File: config.mk
export PLATFORM = sky130hd
export DESIGN_NAME = cache_axi_read_arbiter_flat
export DESIGN_NICKNAME = d
export VERILOG_FILES = /design/src/rtl/cache_axi_read_arbiter_pkg.sv /design/src/rtl/cache_axi_read_arbiter_if.sv /design/src/rtl/cache_axi_read_arbiter_grant_picker.sv /design/src/rtl/cache_axi_read_arbiter.sv /design/src/flat_wrapper.sv
export SDC_FILE = /design/constraint.sdc
export NUM_CORES = 1
export LEC_CHECK = 0
export CORE_MARGIN = 5
export CORE_UTILIZATION = 36
export DETAILED_ROUTE_END_ITERATION = 12
export PLACE_DENSITY = 0.87
export RECOVER_POWER = 25
export SLEW_MARGIN = 30
export SYNTH_ARGS = -nofsm -noshare
export SYNTH_HDL_FRONTEND = slang
export SYNTH_SLANG_ARGS = --single-unit
File: constraint.sdc
create_clock -name clk -period 2.5 [get_ports clk]
set_input_delay 0.375 -clock clk [delete_from_list [all_inputs] [get_ports clk]]
set_output_delay 0.375 -clock clk [all_outputs]
set_load 0.03 [all_outputs]
File: src/rtl/cache_axi_read_arbiter_pkg.sv
// ----------------------------------------------------------------------------
// cache_axi_read_arbiter_pkg
// Shared types and constants for the I/D-cache AXI read arbiter: FSM state
// encoding, grant encoding, reset polarity and the fixed AXI burst attributes.
// ----------------------------------------------------------------------------
package cache_axi_read_arbiter_pkg;

    typedef enum logic [1:0] {
        ARB_IDLE = 2'd0,
        ARB_ADDR = 2'd1,
        ARB_DATA = 2'd2
    } arb_state_e;

    typedef enum logic {
        GRANT_INST = 1'b0,
        GRANT_DATA = 1'b1
    } grant_e;

    // rst is active-low
    localparam logic RST_ENABLE  = 1'b0;
    localparam logic RST_DISABLE = 1'b1;

    // Every refill beat is one 32-bit word in an incrementing burst
    localparam logic [2:0] AXI_SIZE_4B    = 3'b010;
    localparam logic [1:0] AXI_BURST_INCR = 2'b01;

endpackage

File: src/rtl/cache_axi_read_arbiter_if.sv
// ----------------------------------------------------------------------------
// cache_axi_read_arbiter_if
// Bundles the I-cache (i_*), D-cache (d_*) and AXI master (m_*) read-channel
// signals plus the busy/err status of the arbiter.
//   master : arbiter view (drives arready/r* to caches, ar*/rready to AXI)
//   slave  : environment view (caches and AXI slave)
// ----------------------------------------------------------------------------
interface cache_axi_read_arbiter_if;

    // I-cache side
    logic [31:0] i_araddr;
    logic [7:0]  i_arlen;
    logic        i_arvalid;
    logic        i_arready;
    logic [31:0] i_rdata;
    logic        i_rvalid;
    logic        i_rlast;
    logic        i_rready;

    // D-cache side
    logic [31:0] d_araddr;
    logic [7:0]  d_arlen;
    logic        d_arvalid;
    logic        d_arready;
    logic [31:0] d_rdata;
    logic        d_rvalid;
    logic        d_rlast;
    logic        d_rready;

    // AXI master side
    logic [3:0]  m_arid;
    logic [31:0] m_araddr;
    logic [7:0]  m_arlen;
    logic [2:0]  m_arsize;
    logic [1:0]  m_arburst;
    logic        m_arvalid;
    logic        m_arready;
    logic [3:0]  m_rid;
    logic [31:0] m_rdata;
    logic        m_rvalid;
    logic        m_rlast;
    logic        m_rready;

    // Status
    logic        busy;
    logic        err;

    modport master (
        input  i_araddr, i_arlen, i_arvalid, i_rready,
        output i_arready, i_rdata, i_rvalid, i_rlast,
        input  d_araddr, d_arlen, d_arvalid, d_rready,
        output d_arready, d_rdata, d_rvalid, d_rlast,
        output m_arid, m_araddr, m_arlen, m_arsize, m_arburst, m_arvalid,
        input  m_arready,
        input  m_rid, m_rdata, m_rvalid, m_rlast,
        output m_rready,
        output busy, err
    );

    modport slave (
        output i_araddr, i_arlen, i_arvalid, i_rready,
        input  i_arready, i_rdata, i_rvalid, i_rlast,
        output d_araddr, d_arlen, d_arvalid, d_rready,
        input  d_arready, d_rdata, d_rvalid, d_rlast,
        input  m_arid, m_araddr, m_arlen, m_arsize, m_arburst, m_arvalid,
        output m_arready,
        output m_rid, m_rdata, m_rvalid, m_rlast,
        input  m_rready,
        input  busy, err
    );

endinterface

File: src/rtl/cache_axi_read_arbiter_grant_picker.sv
// ----------------------------------------------------------------------------
// arb_grant_picker
// Combinational winner selection between the two refill requesters.
// Build option: ARB_ROUND_ROBIN_EN
//   defined   - on a tie, the side that did not own the previous burst wins
//   undefined - on a tie, DATA always wins (fixed priority)
// Ports:
//   i_arvalid_i, d_arvalid_i : request lines from I- and D-cache
//   last_grant_i             : owner of the most recently completed burst
//   req_any_o                : at least one request pending
//   winner_o                 : selected requester (valid when req_any_o)
// ----------------------------------------------------------------------------
module arb_grant_picker
    import cache_axi_read_arbiter_pkg::*;
(
    input  logic   i_arvalid_i,
    input  logic   d_arvalid_i,
    input  grant_e last_grant_i,
    output logic   req_any_o,
    output grant_e winner_o
);

`ifdef ARB_ROUND_ROBIN_EN
    localparam bit RR_EN = 1'b1;
`else
    localparam bit RR_EN = 1'b0;
`endif

    assign req_any_o = i_arvalid_i | d_arvalid_i;

    always_comb begin
        winner_o = GRANT_INST;
        if (i_arvalid_i && d_arvalid_i) begin
            if (RR_EN)
                winner_o = (last_grant_i == GRANT_INST) ? GRANT_DATA : GRANT_INST;
            else
                winner_o = GRANT_DATA;
        end else if (d_arvalid_i) begin
            winner_o = GRANT_DATA;
        end
    end

endmodule

File: src/rtl/cache_axi_read_arbiter.sv
// ----------------------------------------------------------------------------
// cache_axi_read_arbiter
// Shares one AXI4 read address/data channel between the I-cache and D-cache
// line-refill engines. One burst is outstanding at a time; the grant is held
// until the last beat handshakes and R data is routed only to the owner.
// Build option: ARB_ROUND_ROBIN_EN (tie-break policy, see arb_grant_picker).
// Parameters:
//   INST_ID, DATA_ID : ARID used for I-cache / D-cache bursts
// Ports:
//   clk  : clock, all logic on posedge
//   rst  : synchronous active-low reset
//   bus  : cache_axi_read_arbiter_if.master (cache, AXI and status signals)
//
// state    | meaning
// ARB_IDLE | no grant; pick a winner, pulse its arready, latch addr/len/id
// ARB_ADDR | m_arvalid high with latched request until m_arready
// ARB_DATA | R channel routed to owner until the rlast handshake
// ----------------------------------------------------------------------------
module cache_axi_read_arbiter
    import cache_axi_read_arbiter_pkg::*;
#(
    parameter logic [3:0] INST_ID = 4'd0,
    parameter logic [3:0] DATA_ID = 4'd1
) (
    input  logic                     clk,
    input  logic                     rst,
    cache_axi_read_arbiter_if.master bus
);

    arb_state_e  state_q, state_d;
    grant_e      grant_q, grant_d;
    grant_e      last_grant_q, last_grant_d;
    logic [31:0] addr_q, addr_d;
    logic [7:0]  len_q, len_d;
    logic [3:0]  id_q, id_d;
    logic [7:0]  beat_cnt_q, beat_cnt_d;
    logic        err_q, err_d;
    logic        busy_q;

    logic        req_any;
    grant_e      winner;
    logic        r_hs;

    arb_grant_picker u_picker (
        .i_arvalid_i  (bus.i_arvalid),
        .d_arvalid_i  (bus.d_arvalid),
        .last_grant_i (last_grant_q),
        .req_any_o    (req_any),
        .winner_o     (winner)
    );

    always_ff @(posedge clk) begin
        if (rst == RST_ENABLE) begin
            state_q      <= ARB_IDLE;
            grant_q      <= GRANT_INST;
            last_grant_q <= GRANT_INST;
            addr_q       <= '0;
            len_q        <= '0;
            id_q         <= '0;
            beat_cnt_q   <= '0;
            err_q        <= 1'b0;
            busy_q       <= 1'b0;
        end else begin
            state_q      <= state_d;
            grant_q      <= grant_d;
            last_grant_q <= last_grant_d;
            addr_q       <= addr_d;
            len_q        <= len_d;
            id_q         <= id_d;
            beat_cnt_q   <= beat_cnt_d;
            err_q        <= err_d;
            busy_q       <= (state_d != ARB_IDLE);
        end
    end

    always_comb begin
        state_d       = state_q;
        grant_d       = grant_q;
        last_grant_d  = last_grant_q;
        addr_d        = addr_q;
        len_d         = len_q;
        id_d          = id_q;
        beat_cnt_d    = beat_cnt_q;
        err_d         = err_q;
        r_hs          = 1'b0;
        bus.i_arready = 1'b0;
        bus.d_arready = 1'b0;
        bus.m_arvalid = 1'b0;
        bus.m_rready  = 1'b0;
        bus.i_rdata   = '0;
        bus.i_rvalid  = 1'b0;
        bus.i_rlast   = 1'b0;
        bus.d_rdata   = '0;
        bus.d_rvalid  = 1'b0;
        bus.d_rlast   = 1'b0;

        case (state_q)
            ARB_IDLE: begin
                // Gate acceptance with rst so a request held through reset
                // is not acknowledged and then dropped by the register clear.
                if (req_any && (rst == RST_DISABLE)) begin
                    grant_d    = winner;
                    beat_cnt_d = '0;
                    state_d    = ARB_ADDR;
                    if (winner == GRANT_DATA) begin
                        addr_d        = bus.d_araddr;
                        len_d         = bus.d_arlen;
                        id_d          = DATA_ID;
                        bus.d_arready = 1'b1;
                    end else begin
                        addr_d        = bus.i_araddr;
                        len_d         = bus.i_arlen;
                        id_d          = INST_ID;
                        bus.i_arready = 1'b1;
                    end
                end
            end

            ARB_ADDR: begin
                bus.m_arvalid = 1'b1;
                if (bus.m_arready)
                    state_d = ARB_DATA;
            end

            ARB_DATA: begin
                if (grant_q == GRANT_DATA) begin
                    bus.d_rdata  = bus.m_rdata;
                    bus.d_rvalid = bus.m_rvalid;
                    bus.d_rlast  = bus.m_rlast;
                    bus.m_rready = bus.d_rready;
                    r_hs         = bus.m_rvalid && bus.d_rready;
                end else begin
                    bus.i_rdata  = bus.m_rdata;
                    bus.i_rvalid = bus.m_rvalid;
                    bus.i_rlast  = bus.m_rlast;
                    bus.m_rready = bus.i_rready;
                    r_hs         = bus.m_rvalid && bus.i_rready;
                end

                if (r_hs) begin
                    beat_cnt_d = beat_cnt_q + 8'd1;
                    // beat_cnt_q is the index of the current beat, so the
                    // last beat must arrive exactly when it equals len.
                    if ((bus.m_rid != id_q) ||
                        ( bus.m_rlast && (beat_cnt_q != len_q)) ||
                        (!bus.m_rlast && (beat_cnt_q == len_q)))
                        err_d = 1'b1;
                    if (bus.m_rlast) begin
                        state_d      = ARB_IDLE;
                        last_grant_d = grant_q;
                    end
                end
            end

            default: state_d = ARB_IDLE;
        endcase
    end

    assign bus.m_arid    = id_q;
    assign bus.m_araddr  = addr_q;
    assign bus.m_arlen   = len_q;
    assign bus.m_arsize  = AXI_SIZE_4B;
    assign bus.m_arburst = AXI_BURST_INCR;
    assign bus.busy      = busy_q;
    assign bus.err       = err_q;

endmodule

File: src/flat_wrapper.sv
// flat-port wrapper written by rule: the top's interface ports become plain ports
module cache_axi_read_arbiter_flat import cache_axi_read_arbiter_pkg::*;
#(
    parameter logic [3:0] INST_ID = 4'd0,
    parameter logic [3:0] DATA_ID = 4'd1
)
  (clk, rst, bus_i_araddr, bus_i_arlen, bus_i_arvalid, bus_i_rready, bus_i_arready, bus_i_rdata, bus_i_rvalid, bus_i_rlast, bus_d_araddr, bus_d_arlen, bus_d_arvalid, bus_d_rready, bus_d_arready, bus_d_rdata, bus_d_rvalid, bus_d_rlast, bus_m_arid, bus_m_araddr, bus_m_arlen, bus_m_arsize, bus_m_arburst, bus_m_arvalid, bus_m_arready, bus_m_rid, bus_m_rdata, bus_m_rvalid, bus_m_rlast, bus_m_rready, bus_busy, bus_err);
  cache_axi_read_arbiter_if bus_i ();
  input  logic clk;
  input  logic rst;
  input wire logic [$bits(bus_i.i_araddr)-1:0] bus_i_araddr;
  input wire logic [$bits(bus_i.i_arlen)-1:0] bus_i_arlen;
  input wire logic [$bits(bus_i.i_arvalid)-1:0] bus_i_arvalid;
  input wire logic [$bits(bus_i.i_rready)-1:0] bus_i_rready;
  output wire logic [$bits(bus_i.i_arready)-1:0] bus_i_arready;
  output wire logic [$bits(bus_i.i_rdata)-1:0] bus_i_rdata;
  output wire logic [$bits(bus_i.i_rvalid)-1:0] bus_i_rvalid;
  output wire logic [$bits(bus_i.i_rlast)-1:0] bus_i_rlast;
  input wire logic [$bits(bus_i.d_araddr)-1:0] bus_d_araddr;
  input wire logic [$bits(bus_i.d_arlen)-1:0] bus_d_arlen;
  input wire logic [$bits(bus_i.d_arvalid)-1:0] bus_d_arvalid;
  input wire logic [$bits(bus_i.d_rready)-1:0] bus_d_rready;
  output wire logic [$bits(bus_i.d_arready)-1:0] bus_d_arready;
  output wire logic [$bits(bus_i.d_rdata)-1:0] bus_d_rdata;
  output wire logic [$bits(bus_i.d_rvalid)-1:0] bus_d_rvalid;
  output wire logic [$bits(bus_i.d_rlast)-1:0] bus_d_rlast;
  output wire logic [$bits(bus_i.m_arid)-1:0] bus_m_arid;
  output wire logic [$bits(bus_i.m_araddr)-1:0] bus_m_araddr;
  output wire logic [$bits(bus_i.m_arlen)-1:0] bus_m_arlen;
  output wire logic [$bits(bus_i.m_arsize)-1:0] bus_m_arsize;
  output wire logic [$bits(bus_i.m_arburst)-1:0] bus_m_arburst;
  output wire logic [$bits(bus_i.m_arvalid)-1:0] bus_m_arvalid;
  input wire logic [$bits(bus_i.m_arready)-1:0] bus_m_arready;
  input wire logic [$bits(bus_i.m_rid)-1:0] bus_m_rid;
  input wire logic [$bits(bus_i.m_rdata)-1:0] bus_m_rdata;
  input wire logic [$bits(bus_i.m_rvalid)-1:0] bus_m_rvalid;
  input wire logic [$bits(bus_i.m_rlast)-1:0] bus_m_rlast;
  output wire logic [$bits(bus_i.m_rready)-1:0] bus_m_rready;
  output wire logic [$bits(bus_i.busy)-1:0] bus_busy;
  output wire logic [$bits(bus_i.err)-1:0] bus_err;
  assign bus_i.i_araddr = bus_i_araddr;
  assign bus_i.i_arlen = bus_i_arlen;
  assign bus_i.i_arvalid = bus_i_arvalid;
  assign bus_i.i_rready = bus_i_rready;
  assign bus_i_arready = bus_i.i_arready;
  assign bus_i_rdata = bus_i.i_rdata;
  assign bus_i_rvalid = bus_i.i_rvalid;
  assign bus_i_rlast = bus_i.i_rlast;
  assign bus_i.d_araddr = bus_d_araddr;
  assign bus_i.d_arlen = bus_d_arlen;
  assign bus_i.d_arvalid = bus_d_arvalid;
  assign bus_i.d_rready = bus_d_rready;
  assign bus_d_arready = bus_i.d_arready;
  assign bus_d_rdata = bus_i.d_rdata;
  assign bus_d_rvalid = bus_i.d_rvalid;
  assign bus_d_rlast = bus_i.d_rlast;
  assign bus_m_arid = bus_i.m_arid;
  assign bus_m_araddr = bus_i.m_araddr;
  assign bus_m_arlen = bus_i.m_arlen;
  assign bus_m_arsize = bus_i.m_arsize;
  assign bus_m_arburst = bus_i.m_arburst;
  assign bus_m_arvalid = bus_i.m_arvalid;
  assign bus_i.m_arready = bus_m_arready;
  assign bus_i.m_rid = bus_m_rid;
  assign bus_i.m_rdata = bus_m_rdata;
  assign bus_i.m_rvalid = bus_m_rvalid;
  assign bus_i.m_rlast = bus_m_rlast;
  assign bus_m_rready = bus_i.m_rready;
  assign bus_busy = bus_i.busy;
  assign bus_err = bus_i.err;
  cache_axi_read_arbiter #(.INST_ID(INST_ID), .DATA_ID(DATA_ID)) u_core (.clk(clk), .rst(rst), .bus(bus_i));
endmodule
==> summary.txt, run 1 <==
Finish
  • Area delta synth->final: 80.8%
  • Final net count: roughly 700
  • Final design area excluding fillers: 5540 um^2
  • Fraction of layout cells with a size suffix above 1: 0.103
  • Area of combinational cells with multiple inputs: between 1500 and 2000 um^2
  • Fill count: between 600 and 700
  • Sequential standard cell area: ~1100 um^2

Die
  • Floorplan die height: between 100 and 150 um
  • Starting Density: 0.371
  • Die Wd: 102 um
  • Die Area: around 10000 um^2
  • I/O Pins: approximately 250
  • Num rows: 33
  • Core footprint: ~8300 um^2

Logic synthesis
  • Simple-Gate Fraction of Synth Area: 0.251
  • Synth Register Bits: 53
  • Main combinational cell family by area after synthesis: simple AND/OR/NAND/NOR gates
  • Synthesized netlist cell count: 347
  • Synthesized-area fraction occupied by ao, oa, aoi and oai cells: 0.176
  • Part of the Yosys area used for sequential elements: 0.346
  • Mux cell area share after synthesis: 0.124
  • YS warnings: 0
  • Post-Synth XOR/XNOR Area: 0.0343
  • Fraction of the mapped netlist area in adder cells: 0.00408
  • Total standard cell area after synthesis: 3070 um^2
  • Average size of a mapped cell: 8.83 um^2
  • Synth unique cells: 38

Route
  • Routed wire per std cell: roughly 17 um
  • DRC errors left: 0
  • Pre-antenna DRT Iters: 4
  • Aggregate routed wire length: between 10 and 15 mm
  • Met2 WL post-DR: between 5 and 6 mm
  • Met1 Routed Length: 3.86 mm
  • Detailed-routed wire length on met3: 1.27 mm
  • Detailed-route vias per instance: roughly 5.0
  • Via total after detailed routing: 3393
  • DRC violation total after the first TritonRoute iteration: about 150
  • Highest metal layer with signal wires: met4
  • Antenna-violating nets left: 0

Timing
  • Fin worst setup slack: around 0.15 ns
  • Fin. max-slew vios: 0
  • Max transition margin: 0.202
  • Share of the clock period used by the worst path: 0.942
  • Hold Slack: between 0.4 and 0.5 ns
  • Setup_tns: 0 ns
  • RSZ-0062 raised after global routing: false
  • Final Skew: 0.00554 ns
  • Max Freq: around 420 MHz
  • Number of failing hold endpoints at the final stage: 0
  • Shortest clock period the worst path allows after layout: around 2.4 ns
  • Final setup fails: 0
  • Slew @ Worst Pin: between 1 and 1.5 ns

Global route
  • Wire length of the first global-routing pass: between 15 and 20 mm
  • Largest net degree at the start of global routing: slightly below 70
  • Number of global-route vias before repair: 3278
  • Global-route usage over all layers: 0.198
  • Initial antenna violation count: 3
  • Global-route congestion overflow total: 0

Place
  • Cell area after placement: roughly 5400 um^2
  • Final weighted congestion in routability-driven placement: 0.901
  • Port Buf Inserts: 239
  • DP HPWL: around 9.3 mm
  • Post-placement setup slack: roughly 0.39 ns

Critical path
  • Kind of end point of the critical path: output pin
  • Family with the most delay on the worst path: buffers and inverters
  • Depth of the critical timing path with buffers and inverters included: 4
  • CP startpoint kind: flop
  • Critical path start-end classification: reg2out
  • Stage delay of the slowest cell on the critical path: 0.68 ns
  • Max FO, Critical Path: 39
  • Buffering stage count on the worst path with inverters included: 2
  • Path depth of the worst reg2reg path: 5
  • Arrival @ worst endpoint: about 2.0 ns
  • Worst path cell trace: nor2b_2, buf_6, and3_1, clkdlybuf4s50_1
  • Max stage delay cell, worst path: sky130_fd_sc_hd__clkdlybuf4s50_1
  • Required @ worst endpoint: ~2.1 ns

Clocking
  • Max Root-Sink Buffers: 2
  • Root buf cell: sky130_fd_sc_hd__clkbuf_8
  • Source-to-sink clock delay at the later pin of the worst-skew pair: ~0.30 ns
  • Setup Fix Bufs, Post-CTS: 0
  • CTS H-tree depth: 2
  • Clock tree from TritonCTS: built
  • Clock buffers created by TritonCTS: 5
  • Clk slew on worst S/H paths: about 0.090 ns
  • Number of clock sinks: 53

Flow run
  • Count of max-cap constraint violations: 0

Pwr
  • Total power of the final layout: around 2.3 mW
  • Leakage: roughly 2.8 nW
  • Peak VDD IR: around 0.35 mV
  • Power per cell area: approximately 400 nW/um^2

Worst hold path
  • Type of the worst min-delay path: reg2reg
  • Worst Hold Depth: 2

Run status
  • Status: finished, final reports clean
[final cells by class]
type / count / share of cell area
Antenna cell: 4 / 0.00181
Clock buffer: 6 / 0.0131
Clock inverter: 2 / 0.00271
Multi-Input combinational cell: 261 / 0.333
Sequential cell: 53 / 0.191
Tap cell: 105 / 0.0237
Timing Repair Buffer: 250 / 0.434
[routing by layer]
metal,GRT usage,up-vias
met1,0.194,1549
met3,0.0717,14
met4,0.0686,0
met2,0.381,159
li1,-,1671
met5,0,-
[worst paths after layout]
path                                                            from                                   end  slack [ns]
worst max-delay path                    u_core.state_q[1]$_SDFF_PN0_                       bus_d_rdata[22]        0.15
worst min-delay path            u_core.bus.m_araddr[26]$_SDFFE_PN0P_  u_core.bus.m_araddr[26]$_SDFFE_PN0P_        0.49
worst max register to register          u_core.state_q[0]$_SDFF_PN0_  u_core.bus.m_araddr[23]$_SDFFE_PN0P_        0.24
worst min register to register  u_core.bus.m_araddr[26]$_SDFFE_PN0P_  u_core.bus.m_araddr[26]$_SDFFE_PN0P_        0.49
[stage by stage]
stage | util | std cells
after floorplan | - | 353
after global placement | 0.660 | 669
after detailed placement | 0.660 | 669
after CTS | 0.670 | 677
after global routing | 0.671 | 680
final | 0.671 | 681
[flip-flops by register name, indices dropped and copies added (netlist names)]
name / count
u_core.bus.m_araddr: 32
u_core.beat_cnt_q: 8
u_core.bus.m_arlen: 8
u_core.state_q: 2
u_core.bus.busy: 1
u_core.bus.err: 1
u_core.bus.m_arid: 1
[power breakdown]
part	switching [mW]	total [mW]	internal (mW)
Combinational	0.426	0.850	0.424
Sequential	0.0423	0.956	0.913
Clock	0.280	0.478	0.198
[cell usage in the layout, fill, tap and decap left out, types with 3 or more instances in the layout]
| cell | synthesis | routed |
|---|---|---|
| sky130_fd_sc_hd__conb_1 | 2 | 8 |
| sky130_fd_sc_hd__a22o_1 | 6 | 6 |
| sky130_fd_sc_hd__nand4_1 | 4 | 4 |
| sky130_fd_sc_hd__nand3_1 | 6 | 6 |
| sky130_fd_sc_hd__nor2_1 | 7 | 6 |
| sky130_fd_sc_hd__dfxtp_1 | 53 | 53 |
| sky130_fd_sc_hd__buf_4 | 9 | 42 |
| sky130_fd_sc_hd__a21oi_1 | 3 | 3 |
| sky130_fd_sc_hd__o21ai_0 | 6 | 6 |
| sky130_fd_sc_hd__clkbuf_1 | 21 | 3 |
| sky130_fd_sc_hd__clkdlybuf4s50_1 | 0 | 193 |
| sky130_fd_sc_hd__clkbuf_8 | 0 | 5 |
| sky130_fd_sc_hd__o211a_1 | 33 | 33 |
| sky130_fd_sc_hd__dlymetal6s2s_1 | 0 | 6 |
| sky130_fd_sc_hd__mux2i_1 | 37 | 37 |
| sky130_fd_sc_hd__and3_1 | 36 | 36 |
| sky130_fd_sc_hd__nand2_1 | 37 | 37 |
| sky130_fd_sc_hd__and2_1 | 37 | 37 |
| sky130_fd_sc_hd__xor2_1 | 11 | 11 |
| sky130_fd_sc_hd__diode_2 | 0 | 4 |
[timing repair]
action | 4_1_cts | 5_1_grt
setup endpoints to repair | 0 | 30
resized for setup | 0 | 7
hold buffers | 0 | 0
[cell usage after synthesis, drive strengths merged]
cell / number / area share
a21oi: 3 / 0.0049
a21boi: 2 / 0.0049
nand2b: 2 / 0.0041
xor2: 11 / 0.031
nor3: 1 / 0.0016
buf: 18 / 0.037
or3b: 1 / 0.0029
o31a: 1 / 0.0029
mux2: 1 / 0.0037
a22o: 6 / 0.017
nor2: 7 / 0.0086
nand3: 6 / 0.0098
a2111o: 2 / 0.0073
or3: 2 / 0.0041
and3: 36 / 0.073
or4: 1 / 0.0024
a31o: 2 / 0.0057
clkbuf: 21 / 0.026
a2111oi: 1 / 0.0029
and2: 37 / 0.076
nand2: 37 / 0.045
ha: 1 / 0.0041
mux2i: 37 / 0.12
o211a: 33 / 0.11
nand4: 4 / 0.0082
a31oi: 1 / 0.0020
nor3b: 1 / 0.0024
dfxtp: 53 / 0.35
xnor2: 1 / 0.0029
conb: 2 / 0.0024
a311oi: 1 / 0.0029
o21ai: 7 / 0.011
nor4: 2 / 0.0041
nor2b: 3 / 0.0061
o2111ai: 2 / 0.0057
or2: 1 / 0.0020
[worst reg2reg max path, delay by kind of cell (launching register included)]
family / cells / cell delay [ns]
buffers and inverters: 1 / 0.88
and+or+nand+nor: 3 / 0.74
AOI/OAI and AO/OA: 1 / 0.19
DFF: 1 / 0.34
[logic make-up after synthesis]
logic type / after synthesis
flip-flops: 53
buffers and inverters: 39
adder cells (fa/ha/maj): 1
AND/OR/NAND/NOR: 141
AO/OA/AOI/OAI: 61
multiplexers: 38
other: 2
XOR/XNOR: 12
Note: power is estimated with default switching activity, not from simulation.
==> run 2, diff against run 1 <==
REMOVE_ABC_BUFFERS = 1   (was not set)
==> run 2 against run 1 <==
Design area up 0.59%; core utilization grew 0.39 points; clock skew increased by 0.0033 ns; cell count decreased by 0.59%; critical path depth unchanged; flip-flop and latch count did not move; fmax shrank 2.0%; critical endpoint is now bus_d_rlast.
==> summary.txt, run 2 (same netlist as run 1, synthesis figures left out) <==
Run status
  • Status: finished, final reports clean

Die
  • Core footprint: 8260 um^2 (unchanged)
  • I/O Pins: 248 (unchanged)
  • Die Area: 10500 um^2 (unchanged)
  • Die Wd: 102 um (unchanged)
  • Floorplan die height: 102 um (unchanged)
  • Starting Density: 0.371 (unchanged)
  • Num rows: 33 (unchanged)

Global route
  • Largest net degree at the start of global routing: 50 (-26%)
  • Number of global-route vias before repair: 3238 (-1.2%)
  • Wire length of the first global-routing pass: 16.1 mm (-1.0%)
  • Global-route usage over all layers: 0.196 (-0.00172)
  • Global-route congestion overflow total: 0 (unchanged)
  • Initial antenna violation count: 1 (-2)

Route
  • Aggregate routed wire length: 11.3 mm (-0.16%)
  • Antenna-violating nets left: 0 (unchanged)
  • DRC errors left: 0 (unchanged)
  • DRC violation total after the first TritonRoute iteration: 91 (-41%)
  • Detailed-route vias per instance: 5.00 (+0.35%)
  • Routed wire per std cell: 16.6 um (+0.43%)
  • Pre-antenna DRT Iters: 6 (+2)
  • Via total after detailed routing: 3385 (-0.24%)

Critical path
  • CP startpoint kind: flop
  • Required @ worst endpoint: 2.12 ns (about the same)
  • Critical path start-end classification: reg2out
  • Max stage delay cell, worst path: sky130_fd_sc_hd__clkdlybuf4s50_1
  • Kind of end point of the critical path: output pin
  • Max FO, Critical Path: 35 (-10%)
  • Worst path cell trace: nor2b_2, buf_12, and3_1, clkdlybuf4s50_1
  • Arrival @ worst endpoint: 2.03 ns (+0.05 ns)
  • Stage delay of the slowest cell on the critical path: 0.68 ns (about the same)

Clocking
  • Clk slew on worst S/H paths: 0.09 ns (about the same)
  • CTS Hold Bufs: 0 (unchanged)
  • Max Root-Sink Buffers: 2 (unchanged)
  • Setup Fix Bufs, Post-CTS: 0 (unchanged)
  • Number of clock sinks: 53 (unchanged)
  • Source-to-sink clock delay at the later pin of the worst-skew pair: 0.31 ns (about the same)
  • Root buf cell: sky130_fd_sc_hd__clkbuf_8
  • Clock tree from TritonCTS: built
  • Clock buffers created by TritonCTS: 5 (unchanged)
  • CTS H-tree depth: 2 (unchanged)

Timing
  • Final Skew: 0.00885 ns (+0.00331 ns)
  • Max Freq: 416 MHz (-2.0%)
  • Final setup fails: 0 (unchanged)
  • Share of the clock period used by the worst path: 0.961 (+0.0189)
  • Slew @ Worst Pin: 0.877 ns (-0.320 ns)
  • RSZ-0062 raised after global routing: false
  • Shortest clock period the worst path allows after layout: 2.40 ns (+0.0473 ns)
  • Setup_tns: 0 ns (unchanged)
  • Fin. max-slew vios: 0 (unchanged)
  • Max transition margin: 0.415 (+0.213)
  • Number of failing hold endpoints at the final stage: 0 (unchanged)

Place
  • Port Buf Inserts: 239 (unchanged)
  • Final weighted congestion in routability-driven placement: 0.938 (+4.2%)
  • Cell area after placement: 5420 um^2 (-0.60%)
  • DP HPWL: 9.29 mm (+0.10%)

Pwr
  • Power per cell area: 444 nW/um^2 (+7.7%)
  • Peak VDD IR: 0.290 mV (-18%)
  • Leakage: 3.03 nW (+7.5%)
  • Total power of the final layout: 2.47 mW (+8.3%)

Finish
  • Util after Layout: 0.675 (+0.00394)
  • Area delta synth->final: 81.8%
  • Final design area excluding fillers: 5570 um^2 (+0.59%)
  • Commonest non-fill, non-tap cell in the layout: sky130_fd_sc_hd__clkdlybuf4s50_1
  • Fraction of layout cells with a size suffix above 1: 0.103 (+0.000181)
  • Number of flip-flops under the largest register name: 32 (unchanged)
  • Fill count: 646 (-2.3%)
  • Top library cells by usage in the layout, fill and taps aside: sky130_fd_sc_hd__clkdlybuf4s50_1, sky130_fd_sc_hd__dfxtp_1, sky130_fd_sc_hd__buf_4
  • Final net count: 696 (-0.14%)

Worst hold path
  • Type of the worst min-delay path: reg2reg

Flow run
  • Count of max-cap constraint violations: 0 (unchanged)
run 2: cell count changes in the layout (fill, tap and decap cells not counted), sizes merged:
cell | before | now
clkbuf | 9 | 7
clkdlybuf4s50 | 193 | 164
clkinvlp | 2 | 0
dlygate4sd3 | 1 | 23
diode | 4 | 1
dlymetal6s2s | 6 | 13
inv | 0 | 1
bufinv | 0 | 2
run 2: worst paths after layout:
path	slack (ns)	cells after the start	startpoint	end
max	0.1	4	u_core.state_q[1]$_SDFF_PN0_	bus_d_rlast
min	0.49	2	u_core.bus.m_araddr[31]$_SDFFE_PN0P_	u_core.bus.m_araddr[31]$_SDFFE_PN0P_
max reg2reg	0.42	5	u_core.state_q[0]$_SDFF_PN0_	u_core.bus.m_araddr[0]$_SDFFE_PN0P_
min reg2reg	0.49	2	u_core.bus.m_araddr[31]$_SDFFE_PN0P_	u_core.bus.m_araddr[31]$_SDFFE_PN0P_
run 2: metrics by stage:
step           worst slack, ns  hold slack, ns  instances
2_1_floorplan            -1.26           0.490        314
3_3_place_gp             0.370           0.461        668
3_5_place_dp             0.352           0.472        668
4_1_cts                 0.0629           0.492        676
5_1_grt               0.000594           0.522        677
6_report                0.0980           0.486        677
run 2: area by class of cell:
type / count / area [um^2] / area share
Tap cell: 105 / 131 / 0.0236
Multi-Input combinational cell: 261 / 1840 / 0.330
Timing Repair Buffer: 249 / 2400 / 0.431
Clock inverter: 3 / 68.8 / 0.0123
Antenna cell: 1 / 2.50 / 0.000449
Clock buffer: 5 / 68.8 / 0.0123
Sequential cell: 53 / 1060 / 0.190
run 2: critical path, delay by kind of cell, from the launching register on:
kind | cells | cell delay [ns]
buffers and inverters | 2 | 0.89
AND/OR/NAND/NOR | 2 | 0.46
flip-flops | 1 | 0.38
run 2: timing repair:
action	4_1_cts	5_1_grt
resized for setup	0	13
endpoints found under the setup margin	0	13
endpoints found under the hold margin	0	0
run 2: metal layers:
layer / track usage / part of all wire
met5: 0 / 0
met4: 0.0676 / 0.018
met3: 0.0696 / 0.13
met2: 0.364 / 0.51
met1: 0.205 / 0.34
run 2: report_power, final:
part | switching, mW | internal [mW] | total [mW]
Clock | 0.281 | 0.403 | 0.684
Sequential | 0.0428 | 0.913 | 0.956
Combinational | 0.424 | 0.409 | 0.833
Total | 0.748 | 1.73 | 2.47
==> run 3, diff against run 2 <==
clock period = 2.8 ns   (was 2.5 ns; I/O delays follow)
==> run 3 against run 2 <==
Clock power is 24% lower; critical endpoint is now bus_m_rready; largest power group unchanged; core utilization is 1.1 points lower; clock-buffer cell count stayed put; largest cell class unchanged; worst setup slack better by 0.20 ns.
==> summary.txt, run 3 (same netlist as run 1, synthesis figures left out) <==
Run status
  • Status: finished, final reports clean

Clocking
  • Clock tree from TritonCTS: built
  • Number of clock sinks: 53 (unchanged)
  • Clock buffers created by TritonCTS: 5 (unchanged)
  • Max Root-Sink Buffers: 2 (unchanged)
  • Root buf cell: sky130_fd_sc_hd__clkbuf_8
  • CTS Hold Bufs: 0 (unchanged)
  • Number of gates resized after cts: 0 (unchanged)
  • Clk slew on worst S/H paths: 0.09 ns (about the same)
  • Setup Fix Bufs, Post-CTS: 0 (unchanged)
  • Source-to-sink clock delay at the later pin of the worst-skew pair: 0.31 ns (about the same)
  • CTS H-tree depth: 2 (unchanged)

Place
  • Cell area after placement: 5390 um^2 (-0.46%)
  • Number of instances in the placed design: 666 (-0.30%)
  • Final weighted congestion in routability-driven placement: 0.896 (-4.5%)
  • Port Buf Inserts: 239 (unchanged)
  • DP HPWL: 9.41 mm (+1.3%)

Global route
  • Global-route congestion overflow total: 0 (unchanged)
  • Global-route usage over all layers: 0.202 (+0.00568)
  • Number of global-route vias before repair: 3299 (+1.9%)
  • Initial antenna violation count: 1 (unchanged)
  • Largest net degree at the start of global routing: 50 (unchanged)
  • Wire length of the first global-routing pass: 16.6 mm (+2.7%)

Die
  • Die Area: 10500 um^2 (unchanged)
  • I/O Pins: 248 (unchanged)
  • Starting Density: 0.371 (unchanged)
  • Num rows: 33 (unchanged)
  • Floorplan die height: 102 um (unchanged)
  • Die Wd: 102 um (unchanged)
  • Core footprint: 8260 um^2 (unchanged)

Critical path
  • Stage delay of the slowest cell on the critical path: 0.62 ns (-0.06 ns)
  • Kind of end point of the critical path: output pin
  • Arrival @ worst endpoint: 2.08 ns (+0.05 ns)
  • Depth of the critical timing path with buffers and inverters included: 3 (-1)
  • Required @ worst endpoint: 2.38 ns (+0.26 ns)
  • Buffering stage count on the worst path with inverters included: 1 (-1)
  • Max FO, Critical Path: 11 (-69%)
  • Worst path cell trace: mux2_1, and2_1, clkdlybuf4s50_1
  • Critical path start-end classification: reg2out
  • Path depth of the worst reg2reg path: 5 (unchanged)
  • CP startpoint kind: flop
  • Max stage delay cell, worst path: sky130_fd_sc_hd__clkdlybuf4s50_1
  • Family with the most delay on the worst path: buffers and inverters

Timing
  • Final Skew: 0.00718 ns (-0.00167 ns)
  • Max transition margin: 0.426 (+0.0103)
  • Share of the clock period used by the worst path: 0.894
  • Max Freq: around 400 MHz
  • Slew @ Worst Pin: 0.861 ns (-0.0154 ns)
  • Final setup fails: 0 (unchanged)
  • Number of failing hold endpoints at the final stage: 0 (unchanged)
  • Shortest clock period the worst path allows after layout: 2.50 ns
  • RSZ-0062 raised after global routing: false
  • Fin. max-slew vios: 0 (unchanged)

Worst hold path
  • Type of the worst min-delay path: reg2reg
  • Worst Hold Depth: 2 (unchanged)

Finish
  • Final net count: 694 (-0.29%)
  • Fill count: 684 (+5.9%)
  • Top library cells by usage in the layout, fill and taps aside: sky130_fd_sc_hd__clkdlybuf4s50_1, sky130_fd_sc_hd__dfxtp_1, sky130_fd_sc_hd__buf_4
  • Commonest non-fill, non-tap cell in the layout: sky130_fd_sc_hd__clkdlybuf4s50_1
  • Util after Layout: 0.664 (-0.0109)
  • Count of non-filler cells in the finished layout: 673 (-0.59%)
  • Fraction of layout cells with a size suffix above 1: 0.0968 (-0.00650)
  • Area delta synth->final: 78.9%
  • N_diodes: 0 (-1)
  • Final design area excluding fillers: 5480 um^2 (-1.6%)
  • Number of flip-flops under the largest register name: 32 (unchanged)

Route
  • DRC violation total after the first TritonRoute iteration: 60 (-34%)
  • Routed wire per std cell: 16.9 um (+1.5%)
  • Antenna-violating nets left: 0 (unchanged)
  • Detailed-route vias per instance: 4.99 (-0.21%)
  • Pre-antenna DRT Iters: 4 (-2)
  • DRC errors left: 0 (unchanged)
  • Via total after detailed routing: 3358 (-0.80%)
  • Aggregate routed wire length: 11.4 mm (+0.92%)

Pwr
  • Peak VDD IR: 0.203 mV (-30%)
  • Power per cell area: 387 nW/um^2 (-13%)
  • Leakage: 2.74 nW (-9.8%)

Flow run
  • Count of max-cap constraint violations: 0 (unchanged)
-- run 3: cell types whose count changed in the layout (fill, tap and decap cells not counted) --
cell and change:
sky130_fd_sc_hd__dlygate4sd3_1 -11, sky130_fd_sc_hd__o21ai_0 +1, sky130_fd_sc_hd__bufinv_16 -1, sky130_fd_sc_hd__buf_12 -1, sky130_fd_sc_hd__o21ai_1 -1, sky130_fd_sc_hd__clkdlybuf4s50_1 +25, sky130_fd_sc_hd__dlymetal6s2s_1 -13, sky130_fd_sc_hd__diode_2 -1
sky130_fd_sc_hd__buf_4 -2
-- run 3: layer usage --
metal | global-route usage | vias up | routed length, um
met5 | 0 | - | 11
met3 | 0.0778 | 20 | 1410
met1 | 0.204 | 1494 | 3860
met2 | 0.374 | 181 | 5750
li1 | - | 1661 | -
met4 | 0.0767 | 2 | 327
-- run 3: report_power, final --
part           internal, mW  switching [mW]
combinational         0.368           0.375
sequential            0.816          0.0429
clock                 0.265           0.257
total                  1.45           0.674
-- run 3: worst paths after layout --
kind	startpoint	end	slack [ns]
max	u_core.bus.m_arid[0]$_SDFFE_PN0P_	bus_m_rready	0.30
min	u_core.bus.m_araddr[31]$_SDFFE_PN0P_	u_core.bus.m_araddr[31]$_SDFFE_PN0P_	0.49
max reg2reg	u_core.state_q[0]$_SDFF_PN0_	u_core.bus.m_araddr[28]$_SDFFE_PN0P_	0.70
min reg2reg	u_core.bus.m_araddr[31]$_SDFFE_PN0P_	u_core.bus.m_araddr[31]$_SDFFE_PN0P_	0.49
-- run 3: worst min-delay path, cell delays in order (launching register included) --
cell and delay [ns]:
sky130_fd_sc_hd__dfxtp_1 0.32, sky130_fd_sc_hd__nand3_1 0.05, sky130_fd_sc_hd__o21ai_0 0.07
-- run 3: layout make-up --
class                   instances  area (um^2)  area share
multi-input cells             261         1840       0.335
clock inverters                 2         38.8     0.00707
repair buffers                247         2350       0.428
clock buffers                   5         68.8      0.0125
well taps                     105          131      0.0240
flip-flops and latches         53         1060       0.193
-- run 3: through the flow --
| step | worst slack, ns | power (mW) | setup TNS, ns | hold slack [ns] |
|---|---|---|---|---|
| after floorplan | -1.05 | 1.21 | -20.99 | 0.490 |
| after global placement | 0.452 | 1.62 | 0 | 0.460 |
| after detailed placement | 0.450 | 1.63 | 0 | 0.476 |
| after CTS | 0.294 | 2.15 | 0 | 0.490 |
| after global routing | 0.149 | 2.22 | 0 | 0.525 |
| final | 0.297 | 2.12 | 0 | 0.490 |
